===== src/rtl/btn_intr_debounce.sv =====
// Pushbutton conditioner: two-flop synchronizer, press/release debounce FSM,
// one fixed-width interrupt pulse per accepted press, and a wrapping press counter.
module btn_intr_debounce #(
  parameter int DB_COUNT  = 10000,
  parameter int PULSE_LEN = 4,
  parameter int CNT_W     = 8
) (
  input  logic             CLK,
  input  logic             RST,
  input  logic             BTN,
  output logic             INTR,
  output logic             BTN_DB,
  output logic [CNT_W-1:0] PRESS_CNT
);

  localparam int MAX_LEN = (DB_COUNT > PULSE_LEN) ? DB_COUNT : PULSE_LEN;
  localparam int CW      = $clog2(MAX_LEN) + 1;
  localparam logic [CW-1:0] DB_LAST    = CW'(DB_COUNT - 1);
  localparam logic [CW-1:0] PULSE_LAST = CW'(PULSE_LEN - 1);

  typedef enum logic [2:0] {
    IDLE,
    DB_PRESS,
    PULSE,
    HELD,
    DB_RELEASE
  } state_t;

  logic             s1_q, s2_q;
  state_t           state_q, state_d;
  logic [CW-1:0]    cnt_q, cnt_d;
  logic [CNT_W-1:0] press_q, press_d;
  logic             intr_q, db_q;

  always_ff @(posedge CLK or posedge RST) begin
    if (RST) begin
      s1_q <= 1'b0;
      s2_q <= 1'b0;
    end else begin
      s1_q <= BTN;
      s2_q <= s1_q;
    end
  end

  always_comb begin
    state_d = state_q;
    cnt_d   = cnt_q;
    press_d = press_q;
    case (state_q)
      IDLE: begin
        if (s2_q) begin
          state_d = DB_PRESS;
          cnt_d   = CW'(1);
        end else begin
          cnt_d = '0;
        end
      end
      DB_PRESS: begin
        if (!s2_q) begin
          state_d = IDLE;
          cnt_d   = '0;
        end else if (cnt_q == DB_LAST) begin
          state_d = PULSE;
          cnt_d   = '0;
          press_d = press_q + CNT_W'(1);
        end else begin
          cnt_d = cnt_q + CW'(1);
        end
      end
      // The button level is deliberately ignored so the pulse is never cut short.
      PULSE: begin
        if (cnt_q == PULSE_LAST) begin
          state_d = HELD;
          cnt_d   = '0;
        end else begin
          cnt_d = cnt_q + CW'(1);
        end
      end
      HELD: begin
        if (!s2_q) begin
          state_d = DB_RELEASE;
          cnt_d   = CW'(1);
        end
      end
      DB_RELEASE: begin
        if (s2_q) begin
          state_d = HELD;
          cnt_d   = '0;
        end else if (cnt_q == DB_LAST) begin
          state_d = IDLE;
          cnt_d   = '0;
        end else begin
          cnt_d = cnt_q + CW'(1);
        end
      end
      default: begin
        state_d = IDLE;
        cnt_d   = '0;
      end
    endcase
  end

  // Outputs are decoded from the next state so they are registered yet track the state exactly.
  always_ff @(posedge CLK or posedge RST) begin
    if (RST) begin
      state_q <= IDLE;
      cnt_q   <= '0;
      press_q <= '0;
      intr_q  <= 1'b0;
      db_q    <= 1'b0;
    end else begin
      state_q <= state_d;
      cnt_q   <= cnt_d;
      press_q <= press_d;
      intr_q  <= (state_d == PULSE);
      db_q    <= (state_d == PULSE) || (state_d == HELD) || (state_d == DB_RELEASE);
    end
  end

  assign INTR      = intr_q;
  assign BTN_DB    = db_q;
  assign PRESS_CNT = press_q;

endmodule


===== config.mk =====
export PLATFORM = sky130hd
export DESIGN_NAME = btn_intr_debounce
export DESIGN_NICKNAME = d
export VERILOG_FILES = /design/src/rtl/btn_intr_debounce.sv
export SDC_FILE = /design/constraint.sdc
export NUM_CORES = 1
export LEC_CHECK = 0
export ABC_AREA = 1
export ABC_CLOCK_PERIOD_IN_PS = 2400
export BUFFER_PORTS_ARGS = -buffer_cell sky130_fd_sc_hd__buf_4
export CAP_MARGIN = 20
export CORE_UTILIZATION = 54
export CTS_CLUSTER_DIAMETER = 40
export CTS_CLUSTER_SIZE = 8
export DETAILED_ROUTE_END_ITERATION = 16
export GPL_ROUTABILITY_DRIVEN = 0
export HOLD_SLACK_MARGIN = 0.08
export PLACE_DENSITY = 0.73
export SYNTH_ARGS = -nofsm -noshare
export SYNTH_HDL_FRONTEND = slang
export SYNTH_SLANG_ARGS = --single-unit

===== constraint.sdc =====
create_clock -name CLK -period 2.4 [get_ports CLK]
set_input_delay 0.72 -clock CLK [delete_from_list [all_inputs] [get_ports CLK]]
set_output_delay 0.72 -clock CLK [all_outputs]
set_load 0.01 [all_outputs]

# Word-level counts from Yosys, hierarchy flattened
# Cells that the tools add are included.
classes:
  eq_ne: 10
  addsub: 2
  n_reduce_logical: 4
  mux: 15
ops:
  columns: ["op", "n"]
  rows:
  - ["15-bit two-way mux", 5]
  - ["15-bit case mux with 5 select lines", 1]
  - ["3-bit two-way mux", 7]
  - ["15-bit by 1-bit adder with 15-bit output (second input constant)", 1]
  - ["15-bit by 14-bit == test with 1-bit output (second input constant)", 1]
  - ["15-bit by 2-bit == test with 1-bit output (second input constant)", 1]
  - ["3-bit case mux with 5 select lines", 1]
  - ["3-bit by 2-bit == test with 1-bit output (second input constant)", 4]
  - ["8-bit by 1-bit adder with 8-bit output (second input constant)", 1]
  - ["3-bit == test (second input constant)", 2]
  - ["3-bit by 1-bit == test with 1-bit output (second input constant)", 1]
  - ["3-bit zero test", 1]
  - ["3-bit AND reduction", 1]
  - ["1-bit logical OR", 2]
  - ["2-bit != test (second input constant)", 1]
  - ["1-bit two-way mux", 1]
totals:
  wordCells: 38
  inputBits: 3
  out_inout_bits: 10
  reg_bits: 30

# Depth between registers and ports, before layout
# Gate-level depths: netlist of run 1.
depth:
  depth_word: 7
  depth_mapped: 11
  mapped_depth_nobuf: 11

# Worst setup path after synthesis of run 1
# No wires, ideal clock.
synth_path:
  path_type: "reg2reg"
  start: "register cnt_q[0]"
  end: "register press_q[4] (netlist: PRESS_CNT[4])"
  required_ps: 2280
  arrival_ps: 1367
  path_stages_with_launch: 9
  setup_slack_ps: 912
  setup_ps: 120
  cell_sequence: "dfrtp_1 ha_1 nand3_2 nor2_2 nand2_4 nor2_8 nand2_4 o21ai_1 nand2_1"
synth_between:
  elab_chain_len: 2
synth_rtl:
  columns: ["element", "line", "source"]
  rows:
  - ["from (decl)", "31", "logic [CW-1:0] cnt_q, cnt_d;"]
  - ["from (signal assigned)", "113", "cnt_q <= cnt_d;"]
  - ["15-bit by 14-bit == test with 1-bit output", "62", "end else if (cnt_q == DB_LAST) begin"]
  - ["3-bit AND reduction (no source line)", null, null]
  - ["to (signal assigned)", "114", "press_q <= press_d;"]
  - ["to (decl)", "32", "logic [CNT_W-1:0] press_q, press_d;"]
# No other way between the ends.
# A chain may end at the register's enable or synchronous reset.

# Worst setup path after layout of run 1
layout_path:
  start: "register press_q[3] (netlist: PRESS_CNT[3])"
  end: "output PRESS_CNT[3]"
layout_lines:
  columns: ["element", "line", "source"]
  rows:
  - ["to (decl)", "13", "output logic [CNT_W-1:0] PRESS_CNT"]
# No word-level cell between the ends.

==> results.yml, run 1 <==
cells_and_area:
  mostFrequentLayoutCells: "50 x nand2_1, 31 x inv_1, 30 x dfrtp_1"
  syn2layout_area_growth_pct: 11.6
  nets: 247
  layout.cells.most_common: "nand2_1"
  antennaDiodeCount: 0
  fill_cells: 282
  drive_gt1_frac: 0.206
drt:
  drt_iter0_markers: 77
  vias_per_cell: 4.94
  wl_per_cell_um: 11.3
  ant_nets: 0
  drtPass1Iterations: 4
  drcViolationCount: 0
  wl_um: 3260
  vias: 1419
clock_network:
  numCtsBuffers: 5
  clockRootBuffer: "clkbuf_4"
  clk_pin_slew_worst_paths_ns: 0.10
  htree_levels: 2
  cts_tree: "done"
  clk-insertion-delay-late_ns: 0.33
  cts_setup_buffers: 0
  post_cts_resize_count: 0
  cts-hold-fix-buffers: 0
  clock_sinks: 30
  clk_path_buf_depth: 2
logic_synthesis:
  seq_area_frac_synth: 0.426
  ys_ff_latch: 30
  synthArstFlopShare: 1.00
  yosys-mux-area-fraction: 0
  synthFlopType: "dfrtp_1"
  synth.distinct_cells: 31
  synth-edff-count: 0
  synth_adder_area_share: 0.0142
  synth_warnings: 0
  yosysTopAreaCell: "dfrtp_1"
  synthTopCellsByArea: "dfrtp_1 43%, nand2_1 11%, inv_1 6.6%, nor2_1 5.1%, nand3_1 4.0%"
  synthSimpleGateAreaFrac: 0.370
  synth_compound_area_frac: 0.0638
  avgSynthCellArea_um2: 7.91
  synth_top_family_by_area: "simple AND/OR/NAND/NOR gates"
  syn-instance-count: 223
  synth_xor_area_frac: 0.0447
  synth_nets: 228
  synth.top_cell.area_share: 0.426
  netlist_area_mm2: 0.00176
worst_setup_path:
  critPathMaxFanout: 6
  worstSetupPathType: "reg2out"
  ff2ff_setup_slack_ns: 0.73
  end_kind: "primary output"
  cp_data_arrival_time_ns: 0.95
  cpPeakStageDelay_ns: 0.45
  worst_ep_required_time_ns: 1.68
  crit_path_start_kind: "register"
  crit_buf_inv: 1
  path_delay_family: "flip-flops"
  crit_chain: "buf_4"
  crit_slowest_cell: "dfrtp_1"
floorplan:
  dieArea_mm2: 0.00350
  dieHeight_um: 59.2
  core_area_mm2: 0.00308
  pin_count: 13
  die_x_um: 59.2
  start_util: 0.573
  rows: 20
min_path:
  min_path_type: "reg2reg"
timing:
  fin_tns_setup_ns: 0
  rsz0062_at_grt: "no"
  fin_crit_ns: 1.67
  hold_slack_ns: 0.360
  fmax_mhz: 599
  slew_viol_final: 0
  clock_skew_ns: 0.0174
  tightest_slew_ns: 0.441
  hold_viol_final: 0
  finalCritPeriodShare: 0.695
  slew-limit-headroom: 0.704
  setup_viol: 0
pwr:
  peakVddDrop_v: 0.000368
  p_leak_nw: 1.02
  p_per_area_mw_per_mm2: 465
grt:
  grt_max_degree: 31
  overflow: 0
  antenna_found_initial: 0
  first_global_vias: 1290
  grt_pass1_wl_um: 5780
  grt_util_all_layers: 0.227
outcome:
  run_status: "finished clean"
job:
  cap_violations: 0
placed_design:
  io_buffers: 12
  post-dp-hpwl_um: 2500
## logic make-up after synthesis
family	Yosys count
buffers and inverters	36
and+or+nand+nor	128
DFF	30
AOI/OAI and AO/OA	18
adders and majority gates	2
xor gates and xnor gates	9
## final timing paths
path                               from      endpoint  depth (start not counted)
max in group asynchronous           RST      cnt_q[6]                          3
min in group asynchronous           RST  PRESS_CNT[0]                          3
min reg2reg                        s1_q          s2_q                          0
max                        PRESS_CNT[3]  PRESS_CNT[3]                          1
min                                s1_q          s2_q                          0
max reg2reg                    cnt_q[0]      cnt_q[5]                          8
## cells in the mapped netlist (2+ instances only)
master	instances
o21bai_1	2
nor2_1	24
nand3_2	2
xor2_1	8
nor2_4	3
nand2_2	7
nand4_1	7
nand2_1	50
o21ai_0	6
a21oi_2	2
nand3_1	14
dfrtp_1	30
inv_2	3
nand3b_1	2
nor3_1	8
nor2_2	5
inv_1	31
ha_1	2
nand2_4	2
a21oi_1	4
## report_power, final
group / leakage [nW] / internal [mW] / switching (mW)
clock network: 0.0343 / 0.141 / 0.179
logic: 0.570 / 0.0232 / 0.0479
registers: 0.411 / 0.514 / 0.0106
## registers in the layout, indices dropped and copies added (netlist names)
| signal | cells |
|---|---|
| BTN_DB | 1 |
| s1_q | 1 |
| PRESS_CNT | 8 |
| state_q | 3 |
| cnt_q | 15 |
| INTR | 1 |
| s2_q | 1 |
## metal layers
layer	routed length (um)	GRT usage
met1	1680	0.340
met2	1370	0.310
met3	151	0.0459
met4	51	0.112
met5	0	0
## through the flow
stage	power (mW)	instances	utilization	setup slack, ns	area, um2
after floorplan	0.588	223	-	0.912	1760
after global routing	0.962	287	0.640	0.558	1970
after global placement	0.605	279	0.619	0.818	1910
final	0.915	287	0.640	0.731	1970
after detailed placement	0.606	279	0.619	0.745	1910
after CTS	0.924	287	0.640	0.712	1970
## final cells by class
type	instances	area [um2]	share of cell area
Sequential cell	30	751	0.381
Tap cell	44	55.1	0.0280
Clock buffer	6	51.3	0.0260
Inverter	35	134	0.0680
Timing Repair Buffer	13	97.6	0.0496
Multi-Input combinational cell	157	868	0.441
Clock inverter	2	12.5	0.00635
Power figures use the tool's default switching activity.
==> run 2: changes to the inputs <==
--- a/config.mk
+++ b/config.mk
@@ -6,16 +6,16 @@
 export NUM_CORES = 1
 export LEC_CHECK = 0
 export ABC_AREA = 1
-export ABC_CLOCK_PERIOD_IN_PS = 2400
+export ABC_CLOCK_PERIOD_IN_PS = 1400
 export BUFFER_PORTS_ARGS = -buffer_cell sky130_fd_sc_hd__buf_4
 export CAP_MARGIN = 20
-export CORE_UTILIZATION = 54
+export CORE_UTILIZATION = 53
 export CTS_CLUSTER_DIAMETER = 40
 export CTS_CLUSTER_SIZE = 8
 export DETAILED_ROUTE_END_ITERATION = 16
 export GPL_ROUTABILITY_DRIVEN = 0
 export HOLD_SLACK_MARGIN = 0.08
-export PLACE_DENSITY = 0.73
+export PLACE_DENSITY = 0.74
 export SYNTH_ARGS = -nofsm -noshare
 export SYNTH_HDL_FRONTEND = slang
 export SYNTH_SLANG_ARGS = --single-unit
==> constraint.sdc (replaced) <==
create_clock -name CLK -period 1.4 [get_ports CLK]
set_input_delay 0.42 -clock CLK [delete_from_list [all_inputs] [get_ports CLK]]
set_output_delay 0.42 -clock CLK [all_outputs]
set_load 0.01 [all_outputs]
==> results.yml, run 2 (synthesized netlist as in run 1, its figures left out) <==
pwr:
  p_per_area_mw_per_mm2: 686
  total_power_mw: 1.66
  peakVddDrop_v: 0.000445
  p_leak_nw: 1.26
placed_design:
  io_buffers: 12
  post-dp-hpwl_um: 2950
timing:
  rsz0062_at_grt: "yes"
  clock_skew_ns: 0.00577
  layout_setup_ws_ns: -0.116
  fmax_mhz: 660
  slew-limit-headroom: 0.741
  setup_viol: 25
  tightest_slew_ns: 0.389
  hold_viol_final: 0
  fin_crit_ns: 1.52
  slew_viol_final: 0
  finalCritPeriodShare: 1.08
grt:
  first_global_vias: 1626
  overflow: 0
  antenna_found_initial: 0
  grt_max_degree: 31
  grt_pass1_wl_um: 6860
  grt_util_all_layers: 0.264
worst_setup_path:
  ff2ff_setup_slack_ns: -0.12
  crit_path_end: "INTR"
  cp_data_arrival_time_ns: 1.78
  rr_startpoint: "cnt_q[4]"
  reg2reg_depth: 9
  worstSetupPathType: "reg2reg"
  end_kind: "register"
  worst_ep_required_time_ns: 1.67
  critPathMaxFanout: 4
  crit_path_start_kind: "register"
  regToRegEndpoint: "INTR"
  critPathLaunch: "cnt_q[4]"
floorplan:
  dieHeight_um: 59.7
  pin_count: 13
  core_area_mm2: 0.00310
  start_util: 0.569
  die_x_um: 59.7
  dieArea_mm2: 0.00356
  rows: 20
cells_and_area:
  nets: 288
  regMostFlops: "cnt_q"
  syn2layout_area_growth_pct: 37.3
  drive_gt1_frac: 0.398
  antennaDiodeCount: 0
  postLayoutCoreUtil: 0.781
  layout.cells.most_common: "buf_4"
  mostFrequentLayoutCells: "50 x buf_4, 45 x nand2_1, 31 x inv_1"
  largest_reg_flops: 15
  fill_cells: 231
clock_network:
  clockRootBuffer: "clkbuf_4"
  clk_pin_slew_worst_paths_ns: 0.10
  cts_tree: "done"
  clk_path_buf_depth: 2
  clock_sinks: 30
  numCtsBuffers: 5
  clk-insertion-delay-late_ns: 0.35
  htree_levels: 2
drt:
  vias: 1674
  wl_per_cell_um: 13.6
  ant_nets: 0
  wl_um: 4460
  drt_iter0_markers: 87
  drcViolationCount: 0
  vias_per_cell: 5.10
  drtPass1Iterations: 4
job:
  cap_violations: 0
outcome:
  run_status: "finished, violations left"
  violations: "setup timing"
min_path:
  min_path_type: "in2async"
## run 2: cell types whose count changed in the layout (fill, tap and decap cells not counted), moves of 4 or more
cell	previous run	this run
nand2_2	7	11
buf_4	13	50
nor2_1	24	20
buf_6	0	4
dfrtp_1	30	26
nand2_1	50	45
dfrtp_2	0	4
## run 2: worst max-delay path, stage by stage (launching register included)
cell and delay (ns):
dfrtp_1 0.41, nor2_2 0.15, nand2_1 0.12, nor2_4 0.17
nand2_4 0.11, nand2_2 0.09, nand3_2 0.06, nor2_2 0.11
nand2_1 0.08, nor2_1 0.15
## run 2: power by group
| part | total [mW] | internal, mW | switching (mW) | leakage, nW |
|---|---|---|---|---|
| combinational | 0.192 | 0.0817 | 0.111 | 0.823 |
| sequential | 0.900 | 0.881 | 0.0191 | 0.404 |
| clock | 0.569 | 0.243 | 0.326 | 0.0353 |
## run 2: routing by layer
metal / vias to the layer above / routed length, um / global-route usage
met5: - / 0 / 0
met4: 0 / 146 / 0.143
met3: 18 / 214 / 0.0714
met2: 44 / 2120 / 0.406
met1: 779 / 1970 / 0.338
li1: 833 / - / -
## run 2: final cells by class
type	instances	area, um2	share of cell area
sequential	30	756	0.312
tap	44	55.1	0.0227
clock inverter	1	5.00	0.00207
clock buffer	7	55.1	0.0227
timing repair buffer	54	420	0.174
inverter	35	139	0.0573
multi-input combinational	157	992	0.410
## run 2: what timing repair did
action,in CTS,in global routing
gates cloned,0,0
setup buffers,2,9
resized for setup,10,27
setup endpoints to repair,24,28
pin swaps,3,13
hold buffers,0,0
## run 2: how the worst min path moves through the flow
stage / endpoint / depth (start not counted)
global route: s1_q / 1
detailed placement: s2_q / 0
floorplan: s2_q / 0
CTS: cnt_q[1] / 3
finish: cnt_q[9] / 3
global placement: s2_q / 0
## run 2: stage by stage
stage	area, um2	setup TNS (ns)	hold WS, ns	setup slack, ns	instances
2_1_floorplan	1780	0	0.331	0.0102	223
3_3_place_gp	2150	-0.441	0.335	-0.0495	309
6_report	2420	-1.38	0.150	-0.116	328
3_5_place_dp	2150	-1.25	0.340	-0.0791	309
5_1_grt	2420	-3.46	0.158	-0.195	328
4_1_cts	2250	-1.53	0.162	-0.0975	319
